$ cat config.mk
export PLATFORM = sky130hd
export DESIGN_NAME = clk_div_gen_flat
export DESIGN_NICKNAME = d
export VERILOG_FILES = /design/src/rtl/clk_div_gen_if.sv /design/src/rtl/clk_div_gen.sv /design/src/flat_wrapper.sv
export SDC_FILE = /design/constraint.sdc
export NUM_CORES = 1
export LEC_CHECK = 0
export BUFFER_PORTS_ARGS = -buffer_cell sky130_fd_sc_hd__buf_2
export CAP_MARGIN = 20
export CORE_UTILIZATION = 63
export DETAILED_ROUTE_END_ITERATION = 6
export PLACE_DENSITY = 0.81
export SYNTH_ARGS = -nofsm -noshare
export SYNTH_HDL_FRONTEND = slang
export SYNTH_SLANG_ARGS = --single-unit
$ cat constraint.sdc
create_clock -name clk -period 6.1 [get_ports clk]
set_input_delay 0.305 -clock clk [delete_from_list [all_inputs] [get_ports clk]]
set_output_delay 0.305 -clock clk [all_outputs]
set_load 0.03 [all_outputs]
$ cat src/rtl/clk_div_gen_if.sv
// Configuration bus of clk_div_gen: write strobe, channel, ratio, enable and error pulse.
interface clk_div_gen_if #(
    parameter int unsigned NUM_CH = 4,
    parameter int unsigned DIV_W  = 8
);
    localparam int unsigned CH_W = (NUM_CH > 1) ? $clog2(NUM_CH) : 1;

    logic             cfg_wr;
    logic [CH_W-1:0]  cfg_ch;
    logic [DIV_W-1:0] cfg_div;
    logic             cfg_en;
    logic             cfg_err;

    modport master (
        output cfg_wr,
        output cfg_ch,
        output cfg_div,
        output cfg_en,
        input  cfg_err
    );

    modport slave (
        input  cfg_wr,
        input  cfg_ch,
        input  cfg_div,
        input  cfg_en,
        output cfg_err
    );
endinterface

$ cat src/rtl/clk_div_gen.sv
// Multi-channel divided-clock / tick generator with boundary-aligned reconfiguration.
// Optional CLK_DIV_GEN_SYNC_EN adds sync_i to phase-align all running channels.
module clk_div_gen #(
    parameter int unsigned NUM_CH = 4,
    parameter int unsigned DIV_W  = 8
) (
    input  logic              clk,
    input  logic              rst_n,
`ifdef CLK_DIV_GEN_SYNC_EN
    input  logic              sync_i,
`endif
    clk_div_gen_if.slave      cfg,
    output logic [NUM_CH-1:0] div_o,
    output logic [NUM_CH-1:0] tick_o,
    output logic [NUM_CH-1:0] run_o,
    output logic [NUM_CH-1:0] pend_o
);
    localparam int unsigned CH_W = (NUM_CH > 1) ? $clog2(NUM_CH) : 1;

    typedef enum logic [0:0] {StIdle, StRun} st_e;

    logic sync;
    logic ch_legal;
    logic wr_en;
    logic cfg_err_q;

`ifdef CLK_DIV_GEN_SYNC_EN
    assign sync = sync_i;
`else
    assign sync = 1'b0;
`endif

    // With a power-of-two channel count every index is legal.
    if (NUM_CH == (1 << CH_W)) begin : g_full
        assign ch_legal = 1'b1;
    end else begin : g_part
        assign ch_legal = (cfg.cfg_ch < CH_W'(NUM_CH));
    end

    assign wr_en = cfg.cfg_en & (cfg.cfg_div != '0);

    always_ff @(posedge clk or negedge rst_n) begin
        if (!rst_n) begin
            cfg_err_q <= 1'b0;
        end else begin
            cfg_err_q <= cfg.cfg_wr & ~ch_legal;
        end
    end

    assign cfg.cfg_err = cfg_err_q;

    for (genvar gi = 0; gi < NUM_CH; gi++) begin : g_ch
        st_e              st_q, st_d;
        logic [DIV_W-1:0] n_q, n_d;
        logic [DIV_W-1:0] cnt_q, cnt_d;
        logic [DIV_W-1:0] pn_q, pn_d;
        logic             pen_q, pen_d;
        logic             pv_q, pv_d;
        logic             div_q, div_d;
        logic             tick_q, tick_d;
        logic             wr_hit;
        logic             boundary;
        logic [DIV_W:0]   hi_lim;

        assign wr_hit   = cfg.cfg_wr & ch_legal & (cfg.cfg_ch == CH_W'(gi));
        assign boundary = (st_q == StRun) & ((cnt_q == n_q - DIV_W'(1)) | sync);

        always_comb begin
            st_d   = st_q;
            n_d    = n_q;
            cnt_d  = cnt_q;
            pn_d   = pn_q;
            pen_d  = pen_q;
            pv_d   = pv_q;
            hi_lim = '0;
            if (st_q == StIdle) begin
                if (wr_hit && wr_en) begin
                    st_d  = StRun;
                    n_d   = cfg.cfg_div;
                    cnt_d = '0;
                end
            end else begin
                if (boundary) begin
                    cnt_d = '0;
                    if (pv_q) begin
                        pv_d = 1'b0;
                        if (pen_q) begin
                            n_d = pn_q;
                        end else begin
                            st_d = StIdle;
                            n_d  = '0;
                        end
                    end
                end else begin
                    cnt_d = cnt_q + DIV_W'(1);
                end
                // A write on the boundary edge waits for the following boundary.
                if (wr_hit) begin
                    pn_d  = cfg.cfg_div;
                    pen_d = wr_en;
                    pv_d  = 1'b1;
                end
            end
            hi_lim = ({1'b0, n_d} + (DIV_W + 1)'(1)) >> 1;
            div_d  = (st_d == StRun) && ({1'b0, cnt_d} < hi_lim);
            tick_d = (st_d == StRun) && (cnt_d == '0);
        end

        always_ff @(posedge clk or negedge rst_n) begin
            if (!rst_n) begin
                st_q   <= StIdle;
                n_q    <= '0;
                cnt_q  <= '0;
                pn_q   <= '0;
                pen_q  <= 1'b0;
                pv_q   <= 1'b0;
                div_q  <= 1'b0;
                tick_q <= 1'b0;
            end else begin
                st_q   <= st_d;
                n_q    <= n_d;
                cnt_q  <= cnt_d;
                pn_q   <= pn_d;
                pen_q  <= pen_d;
                pv_q   <= pv_d;
                div_q  <= div_d;
                tick_q <= tick_d;
            end
        end

        assign div_o[gi]  = div_q;
        assign tick_o[gi] = tick_q;
        assign run_o[gi]  = (st_q == StRun);
        assign pend_o[gi] = pv_q;
    end
endmodule

$ cat src/flat_wrapper.sv
// flat-port wrapper written by rule: the top's interface ports become plain ports
module clk_div_gen_flat 
#(
    parameter int unsigned NUM_CH = 4,
    parameter int unsigned DIV_W  = 8
)
  (clk, rst_n, div_o, tick_o, run_o, pend_o, cfg_cfg_wr, cfg_cfg_ch, cfg_cfg_div, cfg_cfg_en, cfg_cfg_err);
  clk_div_gen_if #(.NUM_CH(NUM_CH), .DIV_W(DIV_W)) cfg_i ();
  input  logic clk;
  input  logic rst_n;
  output logic [NUM_CH-1:0] div_o;
  output logic [NUM_CH-1:0] tick_o;
  output logic [NUM_CH-1:0] run_o;
  output logic [NUM_CH-1:0] pend_o;
  input wire logic [$bits(cfg_i.cfg_wr)-1:0] cfg_cfg_wr;
  input wire logic [$bits(cfg_i.cfg_ch)-1:0] cfg_cfg_ch;
  input wire logic [$bits(cfg_i.cfg_div)-1:0] cfg_cfg_div;
  input wire logic [$bits(cfg_i.cfg_en)-1:0] cfg_cfg_en;
  output wire logic [$bits(cfg_i.cfg_err)-1:0] cfg_cfg_err;
  assign cfg_i.cfg_wr = cfg_cfg_wr;
  assign cfg_i.cfg_ch = cfg_cfg_ch;
  assign cfg_i.cfg_div = cfg_cfg_div;
  assign cfg_i.cfg_en = cfg_cfg_en;
  assign cfg_cfg_err = cfg_i.cfg_err;
  clk_div_gen #(.NUM_CH(NUM_CH), .DIV_W(DIV_W)) u_core (.clk(clk), .rst_n(rst_n), .cfg(cfg_i), .div_o(div_o), .tick_o(tick_o), .run_o(run_o), .pend_o(pend_o));
endmodule
==> Word level (Yosys, flattened, before mapping) <==
Index checks and enable logic that the tools add are counted.
{ "word_totals": {"ff_bits": 116, "input_bits": 14, "out_inout_bits": 17, "word_cells": 154} }
{ "classes": {"n_addsub": 12, "magnitude_cmp": 4, "n_eq_ne": 7, "muxes": 60, "n_bitwise": 9, "reduce_logical": 30} }
{ "op_table": {"columns": ["cell", "n"], "rows": [
  ["2-to-1 mux 8 bit", 32],
  ["adder 8 x 1 -> 9 bit, second input constant", 4],
  ["adder 8 x 1 -> 8 bit, second input constant", 4],
  ["== test 8 bit", 4],
  ["logical NOT 8 bit", 4],
  ["< comparator 8 bit", 4],
  ["subtractor 8 x 1 -> 8 bit, second input constant", 4],
  ["2-to-1 mux 1 bit", 28],
  ["AND reduction 2 bit", 8],
  ["logical AND 1 bit", 12],
  ["bitwise AND 1 bit", 9],
  ["nonzero test 2 bit", 4],
  ["nonzero test 8 bit", 1],
  ["== test 2 bit, second input constant", 2],
  ["== test 2 x 1 -> 1 bit, second input constant", 1],
  ["logical NOT 2 bit", 1]
]} }

==> Logic depth before layout (Yosys ltp) <==
{ "logic_depth": {"word_depth": 8, "depth_mapped": 18, "mapped_depth_nobuf": 18} }

==> Worst setup path after synthesis <==
Ideal clock, no wire load.
{ "synth_path": {"kind": "register -> register", "startpoint": "reg u_core.g_ch[0].n_q[1]", "endpoint": "reg u_core.g_ch[0].div_q", "setup_ns": 0.066, "t_arrival_ns": 3.860, "t_required_ns": 6.034, "path_slack_ns": 2.174, "stages_incl_launch_ff": 16, "n_path_buf": 0, "period_less_slack_ns": 3.926, "cell_sequence": "dfrtp_1 or3_4 or4_4 a2111oi_4 o2111a_2 o21bai_2 a221o_1 inv_1 ha_1 nand4_1 xor2_1 ha_1 a21o_1 a21o_1 a211oi_1 o311a_1"} }
{ "synth_between": {"elab_chain_cells": 8, "word_cells_on_any_way": 14, "classes_between": "add/sub: 2; order compare: 1; eq/ne: 1; mux: 8; bitwise: 1; reduce/logical: 1"} }
{ "synth_lines": {"columns": ["item", "line_no", "text"], "rows": [
  ["from (decl)", "clk_div_gen.sv:54", "logic [DIV_W-1:0] n_q, n_d;"],
  ["from (signal assigned)", "clk_div_gen.sv:121", "n_q <= n_d;"],
  ["subtractor 8 x 1 -> 8 bit", "clk_div_gen.sv:66", "assign boundary = (st_q == StRun) & ((cnt_q == n_q - DIV_W'(1)) | sync);"],
  ["== test 8 bit", "clk_div_gen.sv:66", null],
  ["bitwise AND 1 bit", "clk_div_gen.sv:66", null],
  ["2-to-1 mux 8 bit", "clk_div_gen.sv:83", "if (boundary) begin"],
  ["2-to-1 mux 8 bit", "clk_div_gen.sv:76", "if (st_q == StIdle) begin"],
  ["named net u_core.g_ch[0].n_d[0]", "clk_div_gen.sv:54", null],
  ["adder 8 x 1 -> 9 bit", "clk_div_gen.sv:104", "hi_lim = ({1'b0, n_d} + (DIV_W + 1)'(1)) >> 1;"],
  ["< comparator 8 bit", "clk_div_gen.sv:105", "div_d = (st_d == StRun) && ({1'b0, cnt_d} < hi_lim);"],
  ["logical AND 1 bit", "clk_div_gen.sv:105", null],
  ["named net u_core.g_ch[0].div_d", "clk_div_gen.sv:59", "logic div_q, div_d;"],
  ["to (signal assigned)", "clk_div_gen.sv:126", "div_q <= div_d;"],
  ["to (decl)", "clk_div_gen.sv:59", null]
]} }
The timed path passes the listed nets, and every way through them passes these cells.
A chain may end at the register's enable or synchronous reset.

==> Worst setup path in the final report <==
{ "layout_path": {"startpoint": "reg u_core.g_ch[3].n_q[0]", "endpoint": "reg u_core.g_ch[3].div_q"} }
{ "layout_between": {"elab_chain_cells": 8, "word_cells_on_any_way": 14, "classes_between": "add/sub: 2; order compare: 1; eq/ne: 1; mux: 8; bitwise: 1; reduce/logical: 1"} }
{ "layout_lines": {"columns": ["item", "line_no"], "rows": [
  ["from (decl)", "clk_div_gen.sv:54"],
  ["from (signal assigned)", "clk_div_gen.sv:121"],
  ["subtractor 8 x 1 -> 8 bit", "clk_div_gen.sv:66"],
  ["== test 8 bit", "clk_div_gen.sv:66"],
  ["bitwise AND 1 bit", "clk_div_gen.sv:66"],
  ["2-to-1 mux 8 bit", "clk_div_gen.sv:83"],
  ["2-to-1 mux 8 bit *", "clk_div_gen.sv:76"],
  ["named net u_core.g_ch[3].n_d[0]", "clk_div_gen.sv:54"],
  ["adder 8 x 1 -> 9 bit *", "clk_div_gen.sv:104"],
  ["< comparator 8 bit *", "clk_div_gen.sv:105"],
  ["logical AND 1 bit *", "clk_div_gen.sv:105"],
  ["named net u_core.g_ch[3].div_d", "clk_div_gen.sv:59"],
  ["to (signal assigned)", "clk_div_gen.sv:126"],
  ["to (decl)", "clk_div_gen.sv:59"]
]} }
The timed path passes the listed nets; every way through them passes the cells marked *.

==> impl_metrics.py <==
metrics = {
    "placement": {
        "hpwlAfterDp_um": 13700,
        "io_buffers": 29,
        "place_congestion": 0.890,
    },
    "cts": {
        "cts_tree": "done",
        "cts.sinks": 116,
        "cts_htree_levels": 4,
        "clock_latency_ns": 0.41,
        "ctsLongestPathBuffers": 2,
        "cts_inserted_buffers": 17,
        "post_cts_resized": 0,
        "hold_buffers": 1,
        "clockRootBuffer": "clkbuf_16",
        "clkTransAtPathRegs_ns": 0.05,
        "post_cts_buffers": 0,
    },
    "worst_hold_path": {
        "hp-start": "cfg_cfg_div[0]",
        "whs_endpoint": "u_core.g_ch[0].pn_q[0]",
        "min_delay_path_depth": 2,
        "hold_class": "input pin to register",
    },
    "sta": {
        "rsz0062_at_grt": "no",
        "slew_viol_final": 0,
        "max_freq_mhz": 217,
        "hold_viol_final": 0,
        "setup_viol": 0,
        "fin_crit_sh_pct": 75.6,
        "slew_headroom_pct": 30.7,
        "setup_tns_ns": 0,
        "worstMarginPinSlew_ns": 1.04,
        "finalCriticalPeriod_ns": 4.61,
        "clock-skew-final_ns": 0.00590,
    },
    "global_route": {
        "grt_max_degree": 69,
        "overflow": 0,
        "track_usage_pct": 31.6,
        "antenna_found_initial": 0,
        "grt_pass1_vias": 6526,
        "grt_first_pass_wirelength_um": 32000,
    },
    "setup_path": {
        "cpMostUsedCell": "ha_1",
        "reg2reg_to": "u_core.g_ch[3].div_q",
        "r2r_slack_ns": 1.49,
        "worstSetupPathType": "register to register",
        "worst_ep_arrival_time_ns": 4.93,
        "crit_path_end_kind": "register",
        "slowest_delay_ns": 0.51,
        "required_ns": 6.42,
        "reg2regPathDepth": 17,
        "path_cells": "inv_1 > ha_1 > or3b_1 > or4_1 > a211oi_1 > o2111ai_2 > or3_1 > o211ai_1 > ha_1 > nand3_1 > nor2_1 > nand2_1 > ha_1 > and4_1 > a21oi_1 > nand3_1 > a31oi_1",
        "critPathLaunchType": "register",
        "crit_fanout": 19,
        "reg2reg_from": "u_core.g_ch[3].n_q[0]",
        "cp_slowest_cell": "or3_1",
    },
    "logic_synthesis": {
        "yosys_warnings": 0,
        "syn-num-nets": 906,
        "synthCells": 852,
        "synth_edf_count": 0,
        "synth_compound_gate_area_share_pct": 17.0,
        "netlist_area_sq_um": 7870,
        "async_flop_share_pct": 100,
        "synth.area.top_cells": "dfrtp_1 37%, ha_1 6.4%, mux2_2 4.4%, xnor2_1 3.7%, nand2_1 3.6%",
        "synth_fa_ha_area_share_pct": 6.36,
        "synthXorXnorAreaFrac_pct": 7.23,
        "synth_mux_area_share_pct": 7.62,
        "synth_top_area_share_pct": 36.9,
        "synth_area_per_cell_sq_um": 9.24,
        "synthSimpleGateAreaFrac_pct": 20.1,
        "synth_cell_types": 75,
        "synth.ff_latch_count": 116,
        "yosys.area.top_type": "dfrtp_1",
        "synthFlopType": "dfrtp_1",
        "synth_top_family_by_area": "simple AND/OR/NAND/NOR gates",
        "yosysSeqAreaShare_pct": 36.9,
    },
    "drt": {
        "drc_errors": 0,
        "firstDrtPassIters": 6,
        "drtIter0Drc": 696,
        "routed_via_density": 6.51,
        "routed_wl_um": 19200,
        "ant_nets": 0,
        "vias": 6702,
        "post_drt_wl_per_cell_um": 18.6,
    },
    "power": {
        "p_sw_share_pct": 43.6,
        "p_leak_nw": 3.76,
        "p_per_area_nw_per_um2": 538,
        "seqPwrFrac_pct": 32.5,
        "comb_power_share_pct": 47.5,
        "peakVddDrop_uv": 325,
        "switchingPower_mw": 2.00,
        "internal_power_mw": 2.59,
        "clock_power_share_pct": 20.0,
        "power_mw": 4.59,
    },
    "floorplanning": {
        "dieWidth_um": 114,
        "start_util_pct": 65.0,
        "rows": 40,
        "top_level_ports": 31,
        "dieArea_sq_um": 12900,
        "die_h_um": 114,
        "core_sq_um": 12100,
    },
    "final_layout": {
        "area.growth.synth_to_final_pct": 8.48,
        "nFillCells": 919,
        "drive_above_1_share_pct": 12.9,
        "nNetsFinal": 906,
        "num_antenna_cells": 0,
    },
    "outcome": {
        "status": "finished, final reports clean",
    },
    "job": {
        "maxCapViolations": 0,
    },
}
sequential cells by signal, summed over array words and instances, names as in the netlist:
| signal | cells |
|---|---|
| u_core.g_ch.cnt_q | 32 |
| u_core.g_ch.n_q | 32 |
| u_core.g_ch.pn_q | 32 |
| u_core.g_ch.div_q | 4 |
| u_core.g_ch.pen_q | 4 |
| u_core.g_ch.pv_q | 4 |
| u_core.g_ch.st_q | 4 |
| u_core.g_ch.tick_q | 4 |
critical path: cells and delay by family, from the launching register on:
family / cells / cell delay [ns]
and+or+nand+nor: 8 / 1.87
AOI/OAI and AO/OA: 5 / 1.37
adders and majority gates: 3 / 0.78
DFF: 1 / 0.41
buffers and inverters: 1 / 0.09
metrics by stage:
step                area (sq um)  std cells  util [%]  setup WS, ns  hold slack, ns
floorplan                   7870        852         -          2.17         0.00941
global placement            7990       1000      65.9          1.80           0.374
detailed placement          7990       1000      65.9          1.59           0.371
CTS                         8540       1029      70.5          1.52           0.228
global route                8540       1029      70.5          1.16           0.243
finish                      8540       1029      70.5          1.49           0.241
power by group through the flow:
stage          clock [mW]  sequential [mW]  combinational [mW]
4_1_cts             0.932             1.47                2.16
2_1_floorplan           0             1.29                1.83
3_5_place_dp            0             1.48                2.13
5_1_grt             0.961             1.54                2.42
6_report            0.917             1.49                2.18
3_3_place_gp            0             1.46                2.03
cell usage after synthesis, types with 10 or more instances:
cell type	instances
ha_1	40
and3_1	22
inv_1	32
a31oi_1	11
nand3_1	41
o21ai_0	56
clkbuf_1	30
xor2_1	32
nor2_1	52
nand2b_1	11
a21oi_1	31
nand4_1	17
o31ai_1	10
nand2_1	76
nor3_1	14
mux2i_1	25
mux2_2	31
buf_4	17
xnor2_1	33
dfrtp_1	116
final cells by class:
| type | instances | area (sq um) | share of cell area (%) |
|---|---|---|---|
| sequential | 116 | 2900 | 34.0 |
| clock buffer | 22 | 484 | 5.67 |
| timing repair buffer | 32 | 173 | 2.02 |
| tap | 168 | 210 | 2.46 |
| multi-input combinational | 653 | 4590 | 53.8 |
| clock inverter | 6 | 55.1 | 0.645 |
| inverter | 32 | 120 | 1.41 |
logic make-up after synthesis:
family / after synthesis
simple gates: 300
compound gates: 191
flops: 116
buf+inv: 83
xor+xnor: 65
mux: 56
fa+ha+maj: 40
other cells: 1
worst max-delay path by stage:
stage                          startpoint                   end  slack [ns]  cells after the start
floorplan           u_core.g_ch[0].n_q[1]  u_core.g_ch[0].div_q        2.17                     15
global placement    u_core.g_ch[3].n_q[0]  u_core.g_ch[3].div_q        1.80                     17
detailed placement  u_core.g_ch[3].n_q[0]  u_core.g_ch[3].div_q        1.59                     17
CTS                 u_core.g_ch[3].n_q[0]  u_core.g_ch[3].div_q        1.52                     16
global route        u_core.g_ch[3].n_q[0]  u_core.g_ch[3].div_q        1.16                     17
finish              u_core.g_ch[3].n_q[0]  u_core.g_ch[3].div_q        1.49                     17
cells in the final DEF, fill, tap and decap left out, types with 25 or more instances in the layout:
master / instances
mux2_2: 31
xor2_1: 32
dfrtp_1: 116
nand2_1: 76
nor2_1: 52
nand3_1: 41
xnor2_1: 33
inv_1: 32
mux2i_1: 25
a21oi_1: 31
buf_2: 28
ha_1: 40
o21ai_0: 56
layer usage:
metal	share of wire (%)	GRT usage, %
met1	43	41.0
met2	49	52.0
met3	6.6	6.96
met4	1.7	12.0
met5	0	0
Power figures use the tool's default switching activity.
